===== config.mk =====
export PLATFORM = sky130hd
export DESIGN_NAME = rng_harvest
export DESIGN_NICKNAME = d
export VERILOG_FILES = /design/src/rtl/rng_harvest.sv
export SDC_FILE = /design/constraint.sdc
export NUM_CORES = 1
export LEC_CHECK = 0
export BUFFER_PORTS_ARGS = -buffer_cell sky130_fd_sc_hd__buf_2
export CORE_AREA = 2 2 146 148
export DETAILED_ROUTE_END_ITERATION = 7
export DIE_AREA = 0 0 148 150
export GPL_TIMING_DRIVEN = 0
export PLACE_DENSITY_LB_ADDON = 0.12
export SLEW_MARGIN = 20
export SYNTH_ARGS = -nofsm -noshare
export SYNTH_HDL_FRONTEND = slang
export SYNTH_SLANG_ARGS = --single-unit

===== constraint.sdc =====
create_clock -name clk -period 4.65 [get_ports clk]
set_clock_uncertainty 0.2 [all_clocks]
set_input_delay 0.465 -clock clk [delete_from_list [all_inputs] [get_ports clk]]
set_output_delay 0.465 -clock clk [all_outputs]
set_load 0.01 [all_outputs]

===== src/rtl/rng_harvest.sv =====
// rng_harvest: folds CA state to raw bits, packs words, FIFOs them, health-gates output.
// Optional RNG_VN_DEBIAS_EN enables von Neumann debiasing of the raw bit stream.
module rng_harvest #(
  parameter int WIDTH      = 32,
  parameter int OUT_W      = 32,
  parameter int FIFO_DEPTH = 4,
  parameter int REP_LIMIT  = 8
) (
  input  logic                          clk,
  input  logic                          rst,
  input  logic                          en,
  input  logic [WIDTH-1:0]              raw_i,
  output logic [OUT_W-1:0]              rnd_o,
  output logic                          rnd_valid_o,
  input  logic                          rnd_ready_i,
  output logic [$clog2(FIFO_DEPTH):0]   fifo_level_o,
  output logic                          alarm_o,
  input  logic                          clr_alarm_i
);

  localparam int AW = $clog2(FIFO_DEPTH);
  localparam int CW = $clog2(OUT_W + 1);
  localparam int RW = 8;

  typedef enum logic [1:0] {
    IDLE,
    HARVEST,
    STALL,
    ALARM
  } state_t;

  state_t state, state_nx;

  logic [OUT_W-1:0] stage, stage_nx;
  logic [OUT_W-1:0] stage_ins;
  logic [OUT_W-1:0] push_word;
  logic [CW-1:0]    cnt, cnt_nx;
  logic [RW-1:0]    rep, rep_nx, rep_run;
  logic             last_rb, last_nx;
  logic             rb;
  logic             bit_ok, bit_val;
  logic             done, trip;
  logic             push, pop, flush;
  logic             full, empty, can_push;

  logic [OUT_W-1:0] mem [FIFO_DEPTH];
  logic [AW-1:0]    rd_ptr, wr_ptr;
  logic [AW:0]      level;

`ifdef RNG_VN_DEBIAS_EN
  logic half_v, half_v_nx;
  logic half_b, half_b_nx;
`endif

  assign rb = ^raw_i;

  assign rep_run = (rep != '0 && rb == last_rb) ? rep + 1'b1 : RW'(1);
  assign trip    = en && (rep_run == RW'(REP_LIMIT));

`ifdef RNG_VN_DEBIAS_EN
  // second half of a pair: differing halves yield the first half
  assign bit_ok  = en && half_v && (half_b != rb);
  assign bit_val = half_b;
`else
  assign bit_ok  = en;
  assign bit_val = rb;
`endif

  assign stage_ins = stage | (OUT_W'(bit_val) << cnt);
  assign done      = cnt == CW'(OUT_W - 1);

  assign full     = level == (AW + 1)'(FIFO_DEPTH);
  assign empty    = level == '0;
  assign pop      = rnd_valid_o && rnd_ready_i;
  assign can_push = !full || pop;

  assign rnd_valid_o  = !empty && (state != ALARM);
  assign rnd_o        = empty ? '0 : mem[rd_ptr];
  assign fifo_level_o = level;
  assign alarm_o      = state == ALARM;

  always_comb begin
    state_nx  = state;
    stage_nx  = stage;
    cnt_nx    = cnt;
    rep_nx    = rep;
    last_nx   = last_rb;
    push      = 1'b0;
    push_word = stage;
    flush     = 1'b0;
`ifdef RNG_VN_DEBIAS_EN
    half_v_nx = half_v;
    half_b_nx = half_b;
`endif
    unique case (state)
      IDLE: begin
        stage_nx = '0;
        cnt_nx   = '0;
        rep_nx   = '0;
`ifdef RNG_VN_DEBIAS_EN
        half_v_nx = 1'b0;
`endif
        if (en) state_nx = HARVEST;
      end
      HARVEST: begin
        if (!en || trip) begin
          state_nx = en ? ALARM : IDLE;
          flush    = en;
          stage_nx = '0;
          cnt_nx   = '0;
          rep_nx   = '0;
`ifdef RNG_VN_DEBIAS_EN
          half_v_nx = 1'b0;
`endif
        end else begin
          rep_nx  = rep_run;
          last_nx = rb;
`ifdef RNG_VN_DEBIAS_EN
          half_v_nx = !half_v;
          half_b_nx = rb;
`endif
          if (bit_ok) begin
            if (!done) begin
              stage_nx = stage_ins;
              cnt_nx   = cnt + 1'b1;
            end else if (can_push) begin
              push      = 1'b1;
              push_word = stage_ins;
              stage_nx  = '0;
              cnt_nx    = '0;
            end else begin
              state_nx = STALL;
              stage_nx = stage_ins;
              cnt_nx   = CW'(OUT_W);
            end
          end
        end
      end
      STALL: begin
        rep_nx = '0;
`ifdef RNG_VN_DEBIAS_EN
        half_v_nx = 1'b0;
`endif
        if (can_push) begin
          push     = 1'b1;
          stage_nx = '0;
          cnt_nx   = '0;
          state_nx = en ? HARVEST : IDLE;
        end else if (!en) begin
          stage_nx = '0;
          cnt_nx   = '0;
          state_nx = IDLE;
        end
      end
      ALARM: begin
        flush    = 1'b1;
        stage_nx = '0;
        cnt_nx   = '0;
        rep_nx   = '0;
`ifdef RNG_VN_DEBIAS_EN
        half_v_nx = 1'b0;
`endif
        if (clr_alarm_i) state_nx = IDLE;
      end
    endcase
  end

  always_ff @(posedge clk) begin
    if (!rst) begin
      state   <= IDLE;
      stage   <= '0;
      cnt     <= '0;
      rep     <= '0;
      last_rb <= 1'b0;
`ifdef RNG_VN_DEBIAS_EN
      half_v  <= 1'b0;
      half_b  <= 1'b0;
`endif
    end else begin
      state   <= state_nx;
      stage   <= stage_nx;
      cnt     <= cnt_nx;
      rep     <= rep_nx;
      last_rb <= last_nx;
`ifdef RNG_VN_DEBIAS_EN
      half_v  <= half_v_nx;
      half_b  <= half_b_nx;
`endif
    end
  end

  // flush wins over any push/pop in the same cycle
  always_ff @(posedge clk) begin
    if (!rst || flush) begin
      rd_ptr <= '0;
      wr_ptr <= '0;
      level  <= '0;
    end else begin
      if (push) wr_ptr <= wr_ptr + 1'b1;
      if (pop)  rd_ptr <= rd_ptr + 1'b1;
      level <= level + (AW + 1)'(push) - (AW + 1)'(pop);
    end
  end

  always_ff @(posedge clk) begin
    if (push) mem[wr_ptr] <= push_word;
  end

endmodule

==> flow_summary.toml, run 1 <==
[clocking]
clkTransAtPathRegs_ns = 0.07
numCtsBuffers = 17
clk_latency_ns = 0.43
max-clock-path-buffers = 2
cts-resized-gates = 0
cts_hold_buf = 0
htree_levels = 4
post_cts_buffers = 0
root_buffer = "clkbuf_16"
cts_tree = "done"
cts_sinks = 186

[setup_path]
critPathArrivalTime_ns = 3.97
critPathBufInv = 4
worstPathRequired_ns = 4.76
critical-path-top-delay-family = "adder cells"
crit_type = "reg -> reg"
max_stage_delay_ns = 0.38
endpoint_kind = "flop"
slowest_stage = "mux2i_1"
cp_max_fo = 8
cp_cell_sequence = "ha_1 > or3_1 > o21ai_0 > o2bb2ai_1 > and3_1 > buf_4 > nand2_1 > mux2i_1 > o21ai_0 > inv_1 > ha_1 > inv_1 > ha_1 > inv_1 > fa_1 > xor2_1 > xnor2_1 > nor2_1"
start_kind = "flop"

[logic_synthesis]
netlist_top_cells_count = "edfxtp_1, dfxtp_1, clkbuf_1"
syn_area_um2 = 8100
synth_top_area_frac = 0.475
syn_inst = 567
synth.avg_cell_area_um2 = 14.3
async_flop_share = 0
synth_nets = 619
ys.warnings.count = 0
synth_most_common_cell = "edfxtp_1"
synthDistinctLibCells = 58
synth_edf_count = 128
seq_area_frac_synth = 0.618
dominantRegCellSynth = "edfxtp_1"
synth.top_cells.by_area = "edfxtp_1, dfxtp_1, mux4_2"
yosysTopAreaCell = "edfxtp_1"
synth_seq_cells = 186

[finish]
syn_to_final_growth_pct = 16.6
final_nets = 715
fin_area_um2 = 9450
fillCellCount = 1913
instances_no_fill = 951
finish.utilization = 0.457
drive_gt1_frac = 0.254
insertedDiodeCount = 0

[timing]
finalMaxSlewViolations = 0
relSlewSlack = 0.325
rsz0062_at_grt = "no"
min_period_over_period = 0.831
tns_ns = 0
worst_pin_slew_ns = 1.00
setup_violations = 0
fmax_ghz = 0.259
finalHoldViolCount = 0
period_needed_ns = 3.87

[place]
dp.cells = 919
place_area_um2 = 8890
port_buffers = 73
gp_congestion = 0.870
hpwl_um = 11400

[routing]
drc = 0
viasPerCell = 5.06
avgRoutedWirePerCell_um = 17.3
routed_wirelength_um = 16400
drt_iter0_markers = 305
vias = 4809
dr.pass1.iters = 4
drtAntennaViolNets = 0

[global_routing]
grtUsageTotal = 0.156
grt.overflow.total = 0
grt_pass1_wl_um = 26200
antenna_found_initial = 0
grt_pass1_vias = 4885
grt_max_degree = 23

[floorplan]
die_area_um2 = 22200
die_w_um = 148
core_um2 = 20700
io_pins = 74
chipHeight_um = 150
initial_core_util = 0.391
core.rowCount = 53

[min_path]
hp-class = "in -> reg"

[power_and_ir_drop]
leakage_nw = 3.34
fin_total_pwr_mw = 4.28
power_density_nw_per_um2 = 453
irDropWorstVdd_mv = 0.251

[flow_run]
maxCapViolations = 0

[outcome]
status = "complete, no violations"
-- power breakdown --
group          total [mW]  switching, mW  internal, mW
Clock                1.36          0.621         0.737
Sequential           1.81         0.0284          1.78
Combinational        1.11          0.638         0.476
Total                4.28           1.29          2.99
-- logic make-up (layout without fill, tap and decap cells) --
logic type	Yosys count	after routing	synth area share
AND/OR/NAND/NOR	150	150	0.104
multiplexers	34	34	0.0915
AO/OA/AOI/OAI	69	69	0.0755
adder cells (fa/ha/maj)	15	15	0.0241
buffers and inverters	70	179	0.0354
flip-flops	186	186	0.618
XOR/XNOR	43	43	0.0514
-- area by class of cell --
cell class | instances | area [um2] | share of cell area
plain buffers | 51 | 215 | 0.0228
multi-input cells | 311 | 2810 | 0.298
flip-flops and latches | 186 | 5000 | 0.530
clock buffers | 17 | 425 | 0.0450
well taps | 275 | 344 | 0.0364
clock inverters | 15 | 126 | 0.0134
repair buffers | 77 | 445 | 0.0472
inverters | 19 | 71.3 | 0.00755
-- per-stage QoR --
| step | hold WS (ns) | setup WS (ns) |
|---|---|---|
| after CTS | 0.116 | 0.756 |
| after detailed placement | 0.262 | 0.548 |
| after global routing | 0.169 | 0.504 |
| after floorplan | 0.231 | 1.21 |
| after global placement | 0.266 | 0.215 |
| final | 0.147 | 0.784 |
-- worst paths after layout --
kind,from,to,slack (ns),cells past startpoint
worst max-delay path,rep[0]$_SDFF_PP0_,fifo_level_o[2]$_SDFF_PP0_,0.78,18
worst min-delay path,rst,state[0]$_SDFFE_PN0P_,0.15,3
worst max register to register,rep[0]$_SDFF_PP0_,fifo_level_o[2]$_SDFF_PP0_,0.78,18
worst min register to register,stage[13]$_SDFFE_PN0P_,stage[13]$_SDFFE_PN0P_,0.28,1
-- routing by layer --
metal / wire length, um / up-vias / share of wire / GRT usage
met5: 0 / - / 0 / 0
met4: 377 / 0 / 0.023 / 0.0648
li1: - / 2272 / - / -
met3: 460 / 24 / 0.028 / 0.0262
met2: 8250 / 99 / 0.50 / 0.273
met1: 7340 / 2414 / 0.45 / 0.191
-- worst reg2reg max path: cells and delay by family, from the launching register on --
family / cells / cell delay, ns
adders and majority gates: 4 / 1.01
AOI/OAI and AO/OA: 3 / 0.52
and+or+nand+nor: 4 / 0.60
DFF: 1 / 0.34
muxes: 1 / 0.38
buffers and inverters: 4 / 0.38
xor gates and xnor gates: 2 / 0.33
-- cells in the final DEF, fill, tap and decap left out, types with 5 or more instances in the layout --
cell type	synthesis	final
xor2_1	10	10
nand3_1	15	15
nor2b_1	35	35
nand2_1	27	27
xnor2_1	30	30
dfxtp_1	58	58
a22o_1	24	24
nor3_1	5	5
and2_2	1	5
ha_1	14	14
a21oi_1	8	8
nor2_1	24	24
edfxtp_1	128	128
clkbuf_1	39	39
clkbuf_16	0	17
and2_1	11	7
inv_1	19	19
buf_2	4	77
buf_1	5	5
and3_1	5	5
o211ai_1	7	7
mux4_2	32	32
o2bb2ai_2	6	6
-- flip-flops by register name, indices dropped and copies added, names as in the netlist, 2 cells and up, named ones only --
name and count:
mem 128, fifo_level_o 3, state 2, rep 8, stage 32, rd_ptr 2
cnt 6, wr_ptr 2
(Power assumes the default switching activity.)
==> run 2, diff against run 1 <==
==> constraint.sdc (replaced) <==
create_clock -name clk -period 3.4 [get_ports clk]
set_clock_uncertainty 0.2 [all_clocks]
set_input_delay 0.34 -clock clk [delete_from_list [all_inputs] [get_ports clk]]
set_output_delay 0.34 -clock clk [all_outputs]
set_load 0.01 [all_outputs]
==> run 2 against run 1 <==
Largest cell class unchanged. Highest routed layer unchanged. Maximum frequency rose by 14%. Via count rose by 1.9%. Register-to-register slack got worse by 0.78 ns. Routed wire length rose by 2.7%. Core utilization rose by 1.2 points. Critical path type unchanged. Count of clock-buffer cells in the layout did not move. Global-route usage rose by 0.34 points.
==> flow_summary.toml, run 2 (same netlist as run 1, synthesis figures left out) <==
[setup_path]
critPathArrivalTime_ns = 3.51
start_kind = "flop"
crit_type = "reg -> reg"
worstPathRequired_ns = 3.51
cp_max_fo = 6
endpoint_kind = "flop"
r2r_end = "rep[2]$_SDFF_PP0_"
rrSetupSlack_ns = 0.002
reg2regPathDepth = 21
r2r_start = "rep[3]$_SDFF_PP0_"

[routing]
drc = 0
avgRoutedWirePerCell_um = 17.4
vias = 4901
routed_wirelength_um = 16900
drtAntennaViolNets = 0
drt_iter0_markers = 275
viasPerCell = 5.05
dr.pass1.iters = 4

[floorplan]
core_um2 = 20700
initial_core_util = 0.391
core.rowCount = 53
die_area_um2 = 22200
chipHeight_um = 150
io_pins = 74
die_w_um = 148

[finish]
drive_gt1_frac = 0.296
top_regs = "mem x128, stage x32, rep x8"
fillCellCount = 1894
final-seq-area_um2 = 5010
multi_input_area_um2 = 2880
insertedDiodeCount = 0
final_common_cell = "edfxtp_1"
largest_reg_flops = 128
top_register = "mem"
layout_common_cells = "edfxtp_1, buf_2, dfxtp_1"
finish.utilization = 0.468
syn_to_final_growth_pct = 19.6
final_nets = 735

[power_and_ir_drop]
irDropWorstVdd_mv = 0.345
fin_total_pwr_mw = 5.93
power_density_nw_per_um2 = 612
leakage_nw = 3.47

[timing]
period_needed_ns = 3.40
finalMaxSlewViolations = 0
relSlewSlack = 0.321
setup_violations = 0
min_period_over_period = 0.999
fmax_ghz = 0.294
timing.final.ws_setup_ns = 0.00204
worst_pin_slew_ns = 1.01
finalHoldViolCount = 0
rsz0062_at_grt = "yes"

[clocking]
clkTransAtPathRegs_ns = 0.07
max-clock-path-buffers = 2
cts_sinks = 186
numCtsBuffers = 17
clk_latency_ns = 0.43
root_buffer = "clkbuf_16"
cts_tree = "done"
htree_levels = 4

[outcome]
status = "complete, no violations"

[global_routing]
grt_pass1_vias = 5023
grt_max_degree = 23
antenna_found_initial = 0
grt_pass1_wl_um = 26800
grtUsageTotal = 0.159
grt.overflow.total = 0

[min_path]
hp-class = "in -> reg"
worstHoldStart = "en"
whs_endpoint = "rep[0]$_SDFF_PP0_"
holdPathStages = 4

[place]
gp_congestion = 0.870
post-place-ws_ns = -0.577
port_buffers = 73
hpwl_um = 11400

[flow_run]
maxCapViolations = 0
-- run 2: metrics by stage --
step           TNS (ns)  instance area [um2]  instances  hold slack [ns]
5_1_grt          -0.976                 9690        971            0.224
4_1_cts               0                 9630        969            0.155
2_1_floorplan         0                 8100        567            0.231
6_report              0                 9690        971            0.176
3_5_place_dp     -11.68                 8890        919            0.262
3_3_place_gp    -115.77                 8810        915            0.266
-- run 2: what timing repair did --
item | in CTS | in global routing
setup buffers | 17 | 2
gates cloned | 0 | 0
gates resized for setup | 12 | 15
hold buffers | 1 | 0
endpoints found under the setup margin | 8 | 29
pin swaps | 3 | 5
endpoints found under the hold margin | 1 | 0
-- run 2: power by group --
part           switching (mW)  internal [mW]
Sequential             0.0425           2.44
Combinational           0.897          0.692
Clock                   0.849           1.01
Total                    1.79           4.14
-- run 2: per-layer routing --
metal / routed length, um / up-vias / GRT usage
li1: - / 2319 / -
met1: 7350 / 2455 / 0.194
met2: 8540 / 102 / 0.280
met3: 543 / 25 / 0.0262
met4: 429 / 0 / 0.0681
met5: 0 / - / 0
-- run 2: final cells by class --
| class | count | share of cell area |
|---|---|---|
| plain buffers | 51 | 0.0239 |
| clock buffers | 17 | 0.0439 |
| clock inverters | 15 | 0.0130 |
| inverters | 19 | 0.00736 |
| multi-input cells | 311 | 0.297 |
| flip-flops and latches | 186 | 0.517 |
| well taps | 275 | 0.0355 |
| repair buffers | 97 | 0.0617 |
-- run 2: worst max-delay path by stage --
stage | startpoint | end | slack [ns] | cells after the start
after global routing | rep[3]$_SDFF_PP0_ | rep[5]$_SDFF_PP0_ | -0.14 | 21
after detailed placement | raw_i[1] | fifo_level_o[2]$_SDFF_PP0_ | -0.58 | 17
after floorplan | rep[0]$_SDFF_PP0_ | fifo_level_o[2]$_SDFF_PP0_ | 0.08 | 18
final | rep[3]$_SDFF_PP0_ | rep[2]$_SDFF_PP0_ | 0.002 | 21
after global placement | raw_i[23] | mem[1][16]$_DFFE_PP_ | -0.91 | 9
after CTS | rep[2]$_SDFF_PP0_ | rep[2]$_SDFF_PP0_ | 0.00002 | 22
-- run 2: critical path, cell delays in order, from the launching register on --
cell,delay [ns]
dfxtp_4,0.37
nor4_4,0.27
nand3_1,0.13
buf_4,0.15
buf_4,0.12
buf_4,0.12
buf_4,0.12
buf_4,0.12
buf_4,0.12
buf_4,0.12
buf_4,0.12
buf_4,0.12
buf_4,0.12
buf_4,0.12
buf_4,0.12
buf_4,0.12
buf_4,0.12
buf_4,0.12
buf_4,0.12
nor3b_1,0.15
nand2_2,0.13
nor2_1,0.07
